[config.mk]
export PLATFORM = sky130hd
export DESIGN_NAME = ps2_key_receiver
export DESIGN_NICKNAME = d
export VERILOG_FILES = /design/src/rtl/ps2_pkg.sv /design/src/rtl/ps2_event_fifo.sv /design/src/rtl/ps2_key_receiver.sv
export SDC_FILE = /design/constraint.sdc
export NUM_CORES = 1
export LEC_CHECK = 0
export CAP_MARGIN = 0
export CORE_MARGIN = 2
export CORE_UTILIZATION = 50
export DETAILED_ROUTE_END_ITERATION = 8
export PLACE_DENSITY = 0.68
export SETUP_SLACK_MARGIN = 0.4
export SLEW_MARGIN = 20
export SYNTH_ARGS = -nofsm -noshare
export SYNTH_HDL_FRONTEND = slang
export SYNTH_SLANG_ARGS = --single-unit
export TNS_END_PERCENT = 50
[constraint.sdc]
create_clock -name CLK -period 5.7 [get_ports CLK]
set_input_delay 0.57 -clock CLK [delete_from_list [all_inputs] [get_ports CLK]]
set_output_delay 0.57 -clock CLK [all_outputs]
set_load 0.05 [all_outputs]
[src/rtl/ps2_pkg.sv]
// Shared types and constants for the PS/2 keyboard receiver: key event record,
// frame FSM encoding, protocol prefixes and calculator scan codes.
package ps2_pkg;

    typedef struct packed {
        logic       ext;
        logic       rel;
        logic [7:0] code;
    } key_event_t;

    typedef enum logic [1:0] {
        ST_IDLE  = 2'd0,
        ST_SHIFT = 2'd1,
        ST_CHECK = 2'd2
    } frame_state_t;

    localparam int         FRAME_BITS = 11;

    localparam logic [7:0] PS2_EXT    = 8'hE0;
    localparam logic [7:0] PS2_BRK    = 8'hF0;

    localparam logic [7:0] KEY_0      = 8'h70;
    localparam logic [7:0] KEY_1      = 8'h69;
    localparam logic [7:0] KEY_2      = 8'h72;
    localparam logic [7:0] KEY_3      = 8'h7A;
    localparam logic [7:0] KEY_4      = 8'h6B;
    localparam logic [7:0] KEY_5      = 8'h73;
    localparam logic [7:0] KEY_6      = 8'h74;
    localparam logic [7:0] KEY_7      = 8'h6C;
    localparam logic [7:0] KEY_8      = 8'h75;
    localparam logic [7:0] KEY_9      = 8'h7D;
    localparam logic [7:0] KEY_PLUS   = 8'h79;
    localparam logic [7:0] KEY_MINUS  = 8'h7B;
    localparam logic [7:0] KEY_MUL    = 8'h7C;
    localparam logic [7:0] KEY_DIV    = 8'h4A;
    localparam logic [7:0] KEY_ENTER  = 8'h5A;
    localparam logic [7:0] KEY_ESC    = 8'h76;

    // Frame layout after LSB-first shifting: [0]=start, [8:1]=data, [9]=parity, [10]=stop.
    function automatic logic frame_ok(input logic [10:0] f);
        return (f[0] == 1'b0) && (f[10] == 1'b1) && (^f[9:1] == 1'b1);
    endfunction

endpackage

[src/rtl/ps2_event_fifo.sv]
// Synchronous FIFO of key events with a registered head, valid/ready pop and
// a sticky overflow flag for pushes that arrive while full without a pop.
module ps2_event_fifo
    import ps2_pkg::*;
#(
    parameter int DEPTH = 4
) (
    input  logic                     clk,
    input  logic                     rst_n,
    input  logic                     i_push,
    input  key_event_t               i_data,
    input  logic                     i_pop,
    output key_event_t               o_head,
    output logic                     o_valid,
    output logic [$clog2(DEPTH):0]   o_count,
    output logic                     o_overflow
);

    localparam int PW = $clog2(DEPTH);
    localparam int CW = PW + 1;

    key_event_t          r_mem [DEPTH];
    logic [PW-1:0]       r_rd_ptr;
    logic [PW-1:0]       r_wr_ptr;
    logic [CW-1:0]       r_count;
    key_event_t          r_head;
    logic                r_valid;
    logic                r_overflow;

    logic                w_full;
    logic                w_pop;
    logic                w_push_ok;
    logic [PW-1:0]       w_rd_nxt;
    logic [CW-1:0]       w_cnt_nxt;
    key_event_t          w_head_nxt;

    assign w_full    = (r_count == CW'(DEPTH));
    assign w_pop     = i_pop && r_valid;
    assign w_push_ok = i_push && (!w_full || w_pop);
    assign w_rd_nxt  = w_pop ? (r_rd_ptr + PW'(1)) : r_rd_ptr;

    // Next occupancy and next head; a push landing on the next read slot bypasses the array.
    always_comb begin
        w_cnt_nxt = r_count;
        case ({w_push_ok, w_pop})
            2'b10:   w_cnt_nxt = r_count + CW'(1);
            2'b01:   w_cnt_nxt = r_count - CW'(1);
            default: w_cnt_nxt = r_count;
        endcase
        if (w_push_ok && (r_wr_ptr == w_rd_nxt)) begin
            w_head_nxt = i_data;
        end else begin
            w_head_nxt = r_mem[w_rd_nxt];
        end
    end

    // Storage array.
    always_ff @(posedge clk or negedge rst_n) begin
        if (!rst_n) begin
            for (int i = 0; i < DEPTH; i++) begin
                r_mem[i] <= '0;
            end
        end else if (w_push_ok) begin
            r_mem[r_wr_ptr] <= i_data;
        end
    end

    // Pointers, occupancy, registered head and sticky overflow.
    always_ff @(posedge clk or negedge rst_n) begin
        if (!rst_n) begin
            r_rd_ptr   <= '0;
            r_wr_ptr   <= '0;
            r_count    <= '0;
            r_head     <= '0;
            r_valid    <= 1'b0;
            r_overflow <= 1'b0;
        end else begin
            r_rd_ptr <= w_rd_nxt;
            if (w_push_ok) begin
                r_wr_ptr <= r_wr_ptr + PW'(1);
            end
            r_count <= w_cnt_nxt;
            r_head  <= w_head_nxt;
            r_valid <= (w_cnt_nxt != CW'(0));
            if (i_push && !w_push_ok) begin
                r_overflow <= 1'b1;
            end
        end
    end

    assign o_head     = r_head;
    assign o_valid    = r_valid;
    assign o_count    = r_count;
    assign o_overflow = r_overflow;

endmodule

[src/rtl/ps2_key_receiver.sv]
// PS/2 keyboard receiver: synchronise, tick-sample and filter the bus, deframe
// 11-bit packets, fold E0/F0 prefixes into flags and queue key events.
module ps2_key_receiver
    import ps2_pkg::*;
#(
    parameter int CLK_DIV       = 50,
    parameter int FILTER_LEN    = 4,
    parameter int TIMEOUT_TICKS = 4000,
    parameter int FIFO_DEPTH    = 4
) (
    input  logic                          CLK,
    input  logic                          RST_N,
    input  logic                          PS2_CLK,
    input  logic                          PS2_DATA,
    output logic [7:0]                    key_code,
    output logic                          key_ext,
    output logic                          key_release,
    output logic                          key_valid,
    input  logic                          key_ready,
    output logic                          frame_err,
    output logic                          overflow,
    output logic [$clog2(FIFO_DEPTH):0]   fifo_count
);

    localparam int DIV_W = $clog2(CLK_DIV);
    localparam int FLT_W = $clog2(FILTER_LEN + 1);
    localparam int TO_W  = $clog2(TIMEOUT_TICKS + 1);

    logic [1:0]       r_clk_sync;
    logic [1:0]       r_dat_sync;
    logic [DIV_W-1:0] r_div_cnt;
    logic             r_filt_clk;
    logic [FLT_W-1:0] r_flt_cnt;
    frame_state_t     r_state;
    frame_state_t     w_state_nxt;
    logic [10:0]      r_shift;
    logic [3:0]       r_bit_cnt;
    logic [TO_W-1:0]  r_to_cnt;
    logic             r_ext_flag;
    logic             r_rel_flag;
    logic             r_frame_err;

    logic             w_tick;
    logic             w_clk_s;
    logic             w_fall;
    logic             w_timeout;
    logic             w_push;
    logic             w_err;
    logic             w_set_ext;
    logic             w_set_rel;
    logic             w_clr_flags;
    key_event_t       w_evt;
    key_event_t       w_head;

    // Two-flop synchronisers; idle bus level is high.
    always_ff @(posedge CLK or negedge RST_N) begin
        if (!RST_N) begin
            r_clk_sync <= 2'b11;
            r_dat_sync <= 2'b11;
        end else begin
            r_clk_sync <= {r_clk_sync[0], PS2_CLK};
            r_dat_sync <= {r_dat_sync[0], PS2_DATA};
        end
    end

    assign w_clk_s = r_clk_sync[1];
    assign w_tick  = (r_div_cnt == DIV_W'(CLK_DIV - 1));

    // Sample-tick divider.
    always_ff @(posedge CLK or negedge RST_N) begin
        if (!RST_N) begin
            r_div_cnt <= '0;
        end else if (w_tick) begin
            r_div_cnt <= '0;
        end else begin
            r_div_cnt <= r_div_cnt + DIV_W'(1);
        end
    end

    // Glitch filter: the filtered clock follows only after FILTER_LEN disagreeing ticks in a row.
    always_ff @(posedge CLK or negedge RST_N) begin
        if (!RST_N) begin
            r_filt_clk <= 1'b1;
            r_flt_cnt  <= '0;
        end else if (w_tick) begin
            if (w_clk_s != r_filt_clk) begin
                if (r_flt_cnt == FLT_W'(FILTER_LEN - 1)) begin
                    r_filt_clk <= w_clk_s;
                    r_flt_cnt  <= '0;
                end else begin
                    r_flt_cnt <= r_flt_cnt + FLT_W'(1);
                end
            end else begin
                r_flt_cnt <= '0;
            end
        end
    end

    assign w_fall    = w_tick && r_filt_clk && !w_clk_s && (r_flt_cnt == FLT_W'(FILTER_LEN - 1));
    assign w_timeout = (r_state == ST_SHIFT) && w_tick && !w_fall &&
                       (r_to_cnt == TO_W'(TIMEOUT_TICKS - 1));

    // Frame FSM state register.
    always_ff @(posedge CLK or negedge RST_N) begin
        if (!RST_N) begin
            r_state <= ST_IDLE;
        end else begin
            r_state <= w_state_nxt;
        end
    end

    // Frame FSM next state; bit count 10 plus this edge completes the 11-bit frame.
    always_comb begin
        w_state_nxt = r_state;
        case (r_state)
            ST_IDLE: begin
                if (w_fall) w_state_nxt = ST_SHIFT;
                else        w_state_nxt = ST_IDLE;
            end
            ST_SHIFT: begin
                if (w_fall && (r_bit_cnt == 4'd10)) w_state_nxt = ST_CHECK;
                else if (w_timeout)                 w_state_nxt = ST_IDLE;
                else                                w_state_nxt = ST_SHIFT;
            end
            ST_CHECK: w_state_nxt = ST_IDLE;
            default:  w_state_nxt = ST_IDLE;
        endcase
    end

    // Frame FSM outputs: error strobe, prefix flag control and FIFO push.
    always_comb begin
        w_push      = 1'b0;
        w_err       = 1'b0;
        w_set_ext   = 1'b0;
        w_set_rel   = 1'b0;
        w_clr_flags = 1'b0;
        case (r_state)
            ST_SHIFT: begin
                if (w_timeout) begin
                    w_err       = 1'b1;
                    w_clr_flags = 1'b1;
                end else begin
                    w_err = 1'b0;
                end
            end
            ST_CHECK: begin
                if (!frame_ok(r_shift)) begin
                    w_err       = 1'b1;
                    w_clr_flags = 1'b1;
                end else if (r_shift[8:1] == PS2_EXT) begin
                    w_set_ext = 1'b1;
                end else if (r_shift[8:1] == PS2_BRK) begin
                    w_set_rel = 1'b1;
                end else begin
                    w_push      = 1'b1;
                    w_clr_flags = 1'b1;
                end
            end
            default: w_err = 1'b0;
        endcase
    end

    // Deframing datapath: LSB-first shift, bit count and inter-bit timeout.
    always_ff @(posedge CLK or negedge RST_N) begin
        if (!RST_N) begin
            r_shift   <= '0;
            r_bit_cnt <= 4'd0;
            r_to_cnt  <= '0;
        end else if (w_fall && ((r_state == ST_IDLE) || (r_state == ST_SHIFT))) begin
            r_shift   <= {r_dat_sync[1], r_shift[10:1]};
            r_bit_cnt <= (r_state == ST_IDLE) ? 4'd1 : (r_bit_cnt + 4'd1);
            r_to_cnt  <= '0;
        end else if ((r_state == ST_SHIFT) && w_tick) begin
            r_to_cnt <= r_to_cnt + TO_W'(1);
        end else if (r_state != ST_SHIFT) begin
            r_to_cnt <= '0;
        end
    end

    // Prefix flags and registered error pulse.
    always_ff @(posedge CLK or negedge RST_N) begin
        if (!RST_N) begin
            r_ext_flag  <= 1'b0;
            r_rel_flag  <= 1'b0;
            r_frame_err <= 1'b0;
        end else begin
            r_frame_err <= w_err;
            if (w_clr_flags) begin
                r_ext_flag <= 1'b0;
                r_rel_flag <= 1'b0;
            end else begin
                if (w_set_ext) r_ext_flag <= 1'b1;
                if (w_set_rel) r_rel_flag <= 1'b1;
            end
        end
    end

    assign w_evt = '{ext: r_ext_flag, rel: r_rel_flag, code: r_shift[8:1]};

    ps2_event_fifo #(
        .DEPTH (FIFO_DEPTH)
    ) u_fifo (
        .clk        (CLK),
        .rst_n      (RST_N),
        .i_push     (w_push),
        .i_data     (w_evt),
        .i_pop      (key_ready),
        .o_head     (w_head),
        .o_valid    (key_valid),
        .o_count    (fifo_count),
        .o_overflow (overflow)
    );

    assign key_code    = w_head.code;
    assign key_ext     = w_head.ext;
    assign key_release = w_head.rel;
    assign frame_err   = r_frame_err;

endmodule

==> tab_implementation.tex <==
\begin{tabular}{lr}
\hline
Metric & Value \\
\hline
\multicolumn{2}{l}{\textbf{Global route}} \\
\quad Global routing usage on met1 & 0.258 \\
\quad Antenna violations before repair & 0 \\
\quad Fraction of met2 tracks used by global routing & 0.337 \\
\quad Layer with the highest usage & met2 \\
\quad Overflow after GRT & 0 \\
\quad Global-route wire length before repair & 17.9 mm \\
\quad GRT Overall Usage & 0.200 \\
\quad Largest net degree at the start of global routing & 68 \\
\quad M3 GR Usage & 0.0444 \\
\quad Vias in the first global route & 3581 \\
\multicolumn{2}{l}{\textbf{Synth}} \\
\quad Post-synth EDFFs & 0 \\
\quad Post-Synth XOR/XNOR Area & 0.0276 \\
\quad Count of synthesis-stage warnings from yosys & 0 \\
\quad Top\_reg\_cell synth & sky130\_fd\_sc\_hd\_\_dfrtp\_1 \\
\quad Post-synthesis share of cell area spent on full adders, half adders and majority gates & 0.0490 \\
\quad Net count of the mapped netlist & 482 \\
\quad Synthesized flop and latch total & 105 \\
\quad Multiplexer fraction of the synthesized cell area & 0.155 \\
\quad Main combinational cell family by area after synthesis & multiplexers \\
\quad Number of standard cells after synthesis & 457 \\
\quad Mapped Avg Cell Area & 11.5 um\^{}2 \\
\quad Share of synthesized cell area in and, or, nand and nor gates & 0.119 \\
\quad Share of flip-flops with an asynchronous set or reset & 1.00 \\
\quad Synthesized-area fraction occupied by ao, oa, aoi and oai cells & 0.121 \\
\quad Cell area after synthesis & 0.00526 mm\^{}2 \\
\quad Proportion of synthesized chip area in sequential cells & 0.500 \\
\quad Yosys cell types & 57 \\
\multicolumn{2}{l}{\textbf{Outcome}} \\
\quad Status & finished clean \\
\multicolumn{2}{l}{\textbf{Clock tree}} \\
\quad CTS buffer count & 9 \\
\quad Clock tree root driver cell & sky130\_fd\_sc\_hd\_\_clkbuf\_8 \\
\quad Worst skew pair latency & 370 ps \\
\quad Total of cells resized after clock tree synthesis & 0 \\
\quad Hold Buf Count CTS & 0 \\
\quad TritonCTS clock tree & done \\
\quad Clock transition time at the flip-flop clock pins of the worst setup and hold paths & 100 ps \\
\quad Post-CTS Repair Setup Buffers & 0 \\
\quad Clock Sinks & 105 \\
\quad Clock buffer depth & 2 \\
\quad CTS HTree Levels & 3 \\
\multicolumn{2}{l}{\textbf{Floorplan}} \\
\quad Core area & 0.0103 mm\^{}2 \\
\quad Die area & 0.0114 mm\^{}2 \\
\quad Placement row count & 37 \\
\quad Width of the chip & 107 um \\
\quad IO Count & 21 \\
\quad Floorplan die height & 107 um \\
\quad Initial Util & 0.512 \\
\multicolumn{2}{l}{\textbf{Drt}} \\
\quad Remaining antenna violation count & 0 \\
\quad Routed vias/inst & 5.82 \\
\quad Via total after detailed routing & 3576 \\
\quad Routed wire per std cell & 16.9 um \\
\quad DRC violation count after routing & 0 \\
\quad Violation count after the first detailed-route iteration & 129 \\
\quad First-pass iteration count of the detailed router & 5 \\
\quad DRT Wirelength & 10.4 mm \\
\multicolumn{2}{l}{\textbf{Finish}} \\
\quad Fraction of final layout cells sized beyond drive strength 1 & 0.215 \\
\quad Most frequent standard cell in the layout excluding fill and tap cells & sky130\_fd\_sc\_hd\_\_dfrtp\_1 \\
\quad Top library cells by usage in the layout, fill and taps aside & 100 x sky130\_fd\_sc\_hd\_\_dfrtp\_1, 61 x sky130\_fd\_sc\_hd\_\_mux2\_2, 30 x sky130\_fd\_sc\_hd\_\_nor2\_1, 27 x sky130\_fd\_sc\_hd\_\_nand2\_1, 22 x sky130\_fd\_sc\_hd\_\_o21ai\_0 \\
\quad Antenna Diode Count & 0 \\
\quad Fill cell total of the finished layout & 889 \\
\quad Nets@finish & 498 \\
\quad Multi-input combinational cell area & 0.00250 mm\^{}2 \\
\quad Layout-stage area growth over the synthesis result & 10.2\% \\
\quad Seq. cell area & 0.00263 mm\^{}2 \\
\multicolumn{2}{l}{\textbf{Pwr}} \\
\quad Leakage component of the power & 2.64 nW \\
\quad Power Density & 210 mW/mm\^{}2 \\
\quad Final Total Pwr & 0.00122 W \\
\quad Worst voltage drop across the vdd grid & 0.167 mV \\
\multicolumn{2}{l}{\textbf{Critical path}} \\
\quad Library cell contributing the largest single delay on the critical path & sky130\_fd\_sc\_hd\_\_nor4b\_2 \\
\quad Cell class contributing the biggest share of worst-path delay & simple AND/OR/NAND/NOR gates \\
\quad Source of the worst register-to-register timing path & r\_shift[5] \\
\quad Worst setup path start & key\_ready \\
\quad Endpoint arrival time on the critical path & 4300 ps \\
\quad Critical Path Sink Type & flop \\
\quad Largest stage delay, worst path & 860 ps \\
\quad Critical Path Source Type & primary input \\
\quad Flop2flop setup slack & 1790 ps \\
\quad Worst Setup Path Type & in2reg \\
\quad Worst Path Buf+Inv & 4 \\
\quad Worst endpoint required time & 5960 ps \\
\quad Largest driver fanout on the critical path & 34 \\
\quad Cell-by-cell trace of the critical path & clkdlybuf4s50\_1 -> nand2\_1 -> clkinv\_1 -> buf\_4 -> nor4b\_1 -> nor4b\_2 -> inv\_1 -> ha\_1 -> fa\_1 -> mux2\_2 -> or3\_1 \\
\multicolumn{2}{l}{\textbf{Job}} \\
\quad Max capacitance violation total & 0 \\
\multicolumn{2}{l}{\textbf{Timing}} \\
\quad Rel. slew slack & 0.363 \\
\quad Maximum clock frequency & 248 MHz \\
\quad Final TNS setup & 0 ps \\
\quad Final clock skew & 10.9 ps \\
\quad Period Utilization, post-route & 0.708 \\
\quad Final critical path time including I/O delays and setup & 4040 ps \\
\quad Max Transition Viols Final & 0 \\
\quad Actual transition at the worst max-transition pin & 954 ps \\
\quad Final Hold Viols & 0 \\
\quad Setup violators final & 0 \\
\quad Final worst hold slack & 154 ps \\
\quad RSZ-0062 raised after global routing & no \\
\multicolumn{2}{l}{\textbf{Worst hold path}} \\
\quad HP Class & in2async \\
\multicolumn{2}{l}{\textbf{Place}} \\
\quad Count of input and output buffers & 20 \\
\quad Dpl hpwl & 6.77 mm \\
\quad Routability-driven placement congestion ratio & 0.785 \\
\hline
\end{tabular}
## cells by family after synthesis
| group | count (synthesis) |
|---|---|
| multiplexers | 74 |
| buffers and inverters | 36 |
| flip-flops | 105 |
| AO/OA/AOI/OAI | 91 |
| AND/OR/NAND/NOR | 116 |
| adder cells (fa/ha/maj) | 20 |
| XOR/XNOR | 15 |
## per-stage QoR
step,instance area [um^2],std cells,utilization,setup slack (ps)
CTS,5800,614,0.564,1640
finish,5800,614,0.564,1660
global placement,5600,598,0.545,1350
detailed placement,5600,598,0.545,1220
floorplan,5260,457,-,2460
global route,5800,614,0.564,1350
## cell usage after synthesis, types with 2 or more instances
cell,n,share of area
sky130_fd_sc_hd__dfrtp_1,100,0.48
sky130_fd_sc_hd__mux2_2,61,0.13
sky130_fd_sc_hd__nor2_1,30,0.021
sky130_fd_sc_hd__nand2_1,27,0.019
sky130_fd_sc_hd__o21ai_0,22,0.021
sky130_fd_sc_hd__ha_1,19,0.045
sky130_fd_sc_hd__o31ai_1,14,0.020
sky130_fd_sc_hd__inv_1,13,0.0093
sky130_fd_sc_hd__mux2i_1,13,0.025
sky130_fd_sc_hd__clkbuf_1,11,0.0078
sky130_fd_sc_hd__nand3b_1,10,0.014
sky130_fd_sc_hd__xnor2_1,10,0.017
sky130_fd_sc_hd__a211o_1,9,0.015
sky130_fd_sc_hd__a22oi_1,9,0.013
sky130_fd_sc_hd__o211ai_1,9,0.013
sky130_fd_sc_hd__nand3_1,8,0.0076
sky130_fd_sc_hd__a21oi_1,7,0.0067
sky130_fd_sc_hd__buf_2,5,0.0048
sky130_fd_sc_hd__dfstp_2,5,0.025
sky130_fd_sc_hd__nor3_1,5,0.0048
sky130_fd_sc_hd__and3_1,4,0.0048
sky130_fd_sc_hd__buf_1,4,0.0029
sky130_fd_sc_hd__nand2_2,4,0.0048
sky130_fd_sc_hd__nand2b_1,4,0.0048
sky130_fd_sc_hd__xor2_1,4,0.0067
sky130_fd_sc_hd__a22o_1,3,0.0050
sky130_fd_sc_hd__a31oi_1,3,0.0036
sky130_fd_sc_hd__nand4_1,3,0.0036
sky130_fd_sc_hd__nor2b_1,3,0.0036
sky130_fd_sc_hd__nor4b_1,3,0.0050
sky130_fd_sc_hd__o41ai_1,3,0.0050
sky130_fd_sc_hd__or2_2,3,0.0036
sky130_fd_sc_hd__or3_1,3,0.0036
sky130_fd_sc_hd__a21boi_1,2,0.0029
sky130_fd_sc_hd__a41oi_1,2,0.0033
## flip-flops by register name, summed over array words and instances (netlist names), 2 cells and up
register	flops
r_clk_sync	2
r_div_cnt	6
r_to_cnt	12
u_fifo.r_wr_ptr	2
r_state	2
u_fifo.o_count	3
r_shift	11
u_fifo.o_head	10
r_flt_cnt	3
r_dat_sync	2
u_fifo.r_mem	40
u_fifo.r_rd_ptr	2
r_bit_cnt	4
## per-layer routing
| metal | up-vias | share of wire |
|---|---|---|
| li1 | 1699 | - |
| met5 | - | 0 |
| met1 | 1797 | 0.45 |
| met3 | 13 | 0.035 |
| met4 | 0 | 0.012 |
| met2 | 67 | 0.50 |
## worst paths after layout
path,to,cells after the start
setup / recovery,u_fifo.o_valid,11
hold / removal,u_fifo.r_mem[28],1
setup reg to reg,u_fifo.o_valid,10
hold reg to reg,r_dat_sync[1],0
max in group asynchronous,r_flt_cnt[2],2
min in group CLK,r_dat_sync[1],0
## power breakdown
group	switching (W)	internal, W
logic	0.0000150	0.00000340
clock network	0.000262	0.000190
registers	0.000000718	0.000747
## cell type report
class,instances,area share
Multi-Input combinational cell,316,0.431
Inverter,15,0.00971
Tap cell,136,0.0293
Clock buffer,11,0.0261
Clock inverter,5,0.00820
Timing Repair Buffer,26,0.0419
Sequential cell,105,0.454
## worst reg2reg max path, stage by stage, from the launching register on
cell	delay, ps
sky130_fd_sc_hd__dfrtp_1	500
sky130_fd_sc_hd__inv_1	100
sky130_fd_sc_hd__ha_1	290
sky130_fd_sc_hd__xnor3_1	390
sky130_fd_sc_hd__xnor2_1	200
sky130_fd_sc_hd__nor4b_2	850
sky130_fd_sc_hd__inv_1	110
sky130_fd_sc_hd__ha_1	270
sky130_fd_sc_hd__fa_1	430
sky130_fd_sc_hd__mux2_2	280
sky130_fd_sc_hd__or3_1	360
Power figures use the tool's default switching activity.
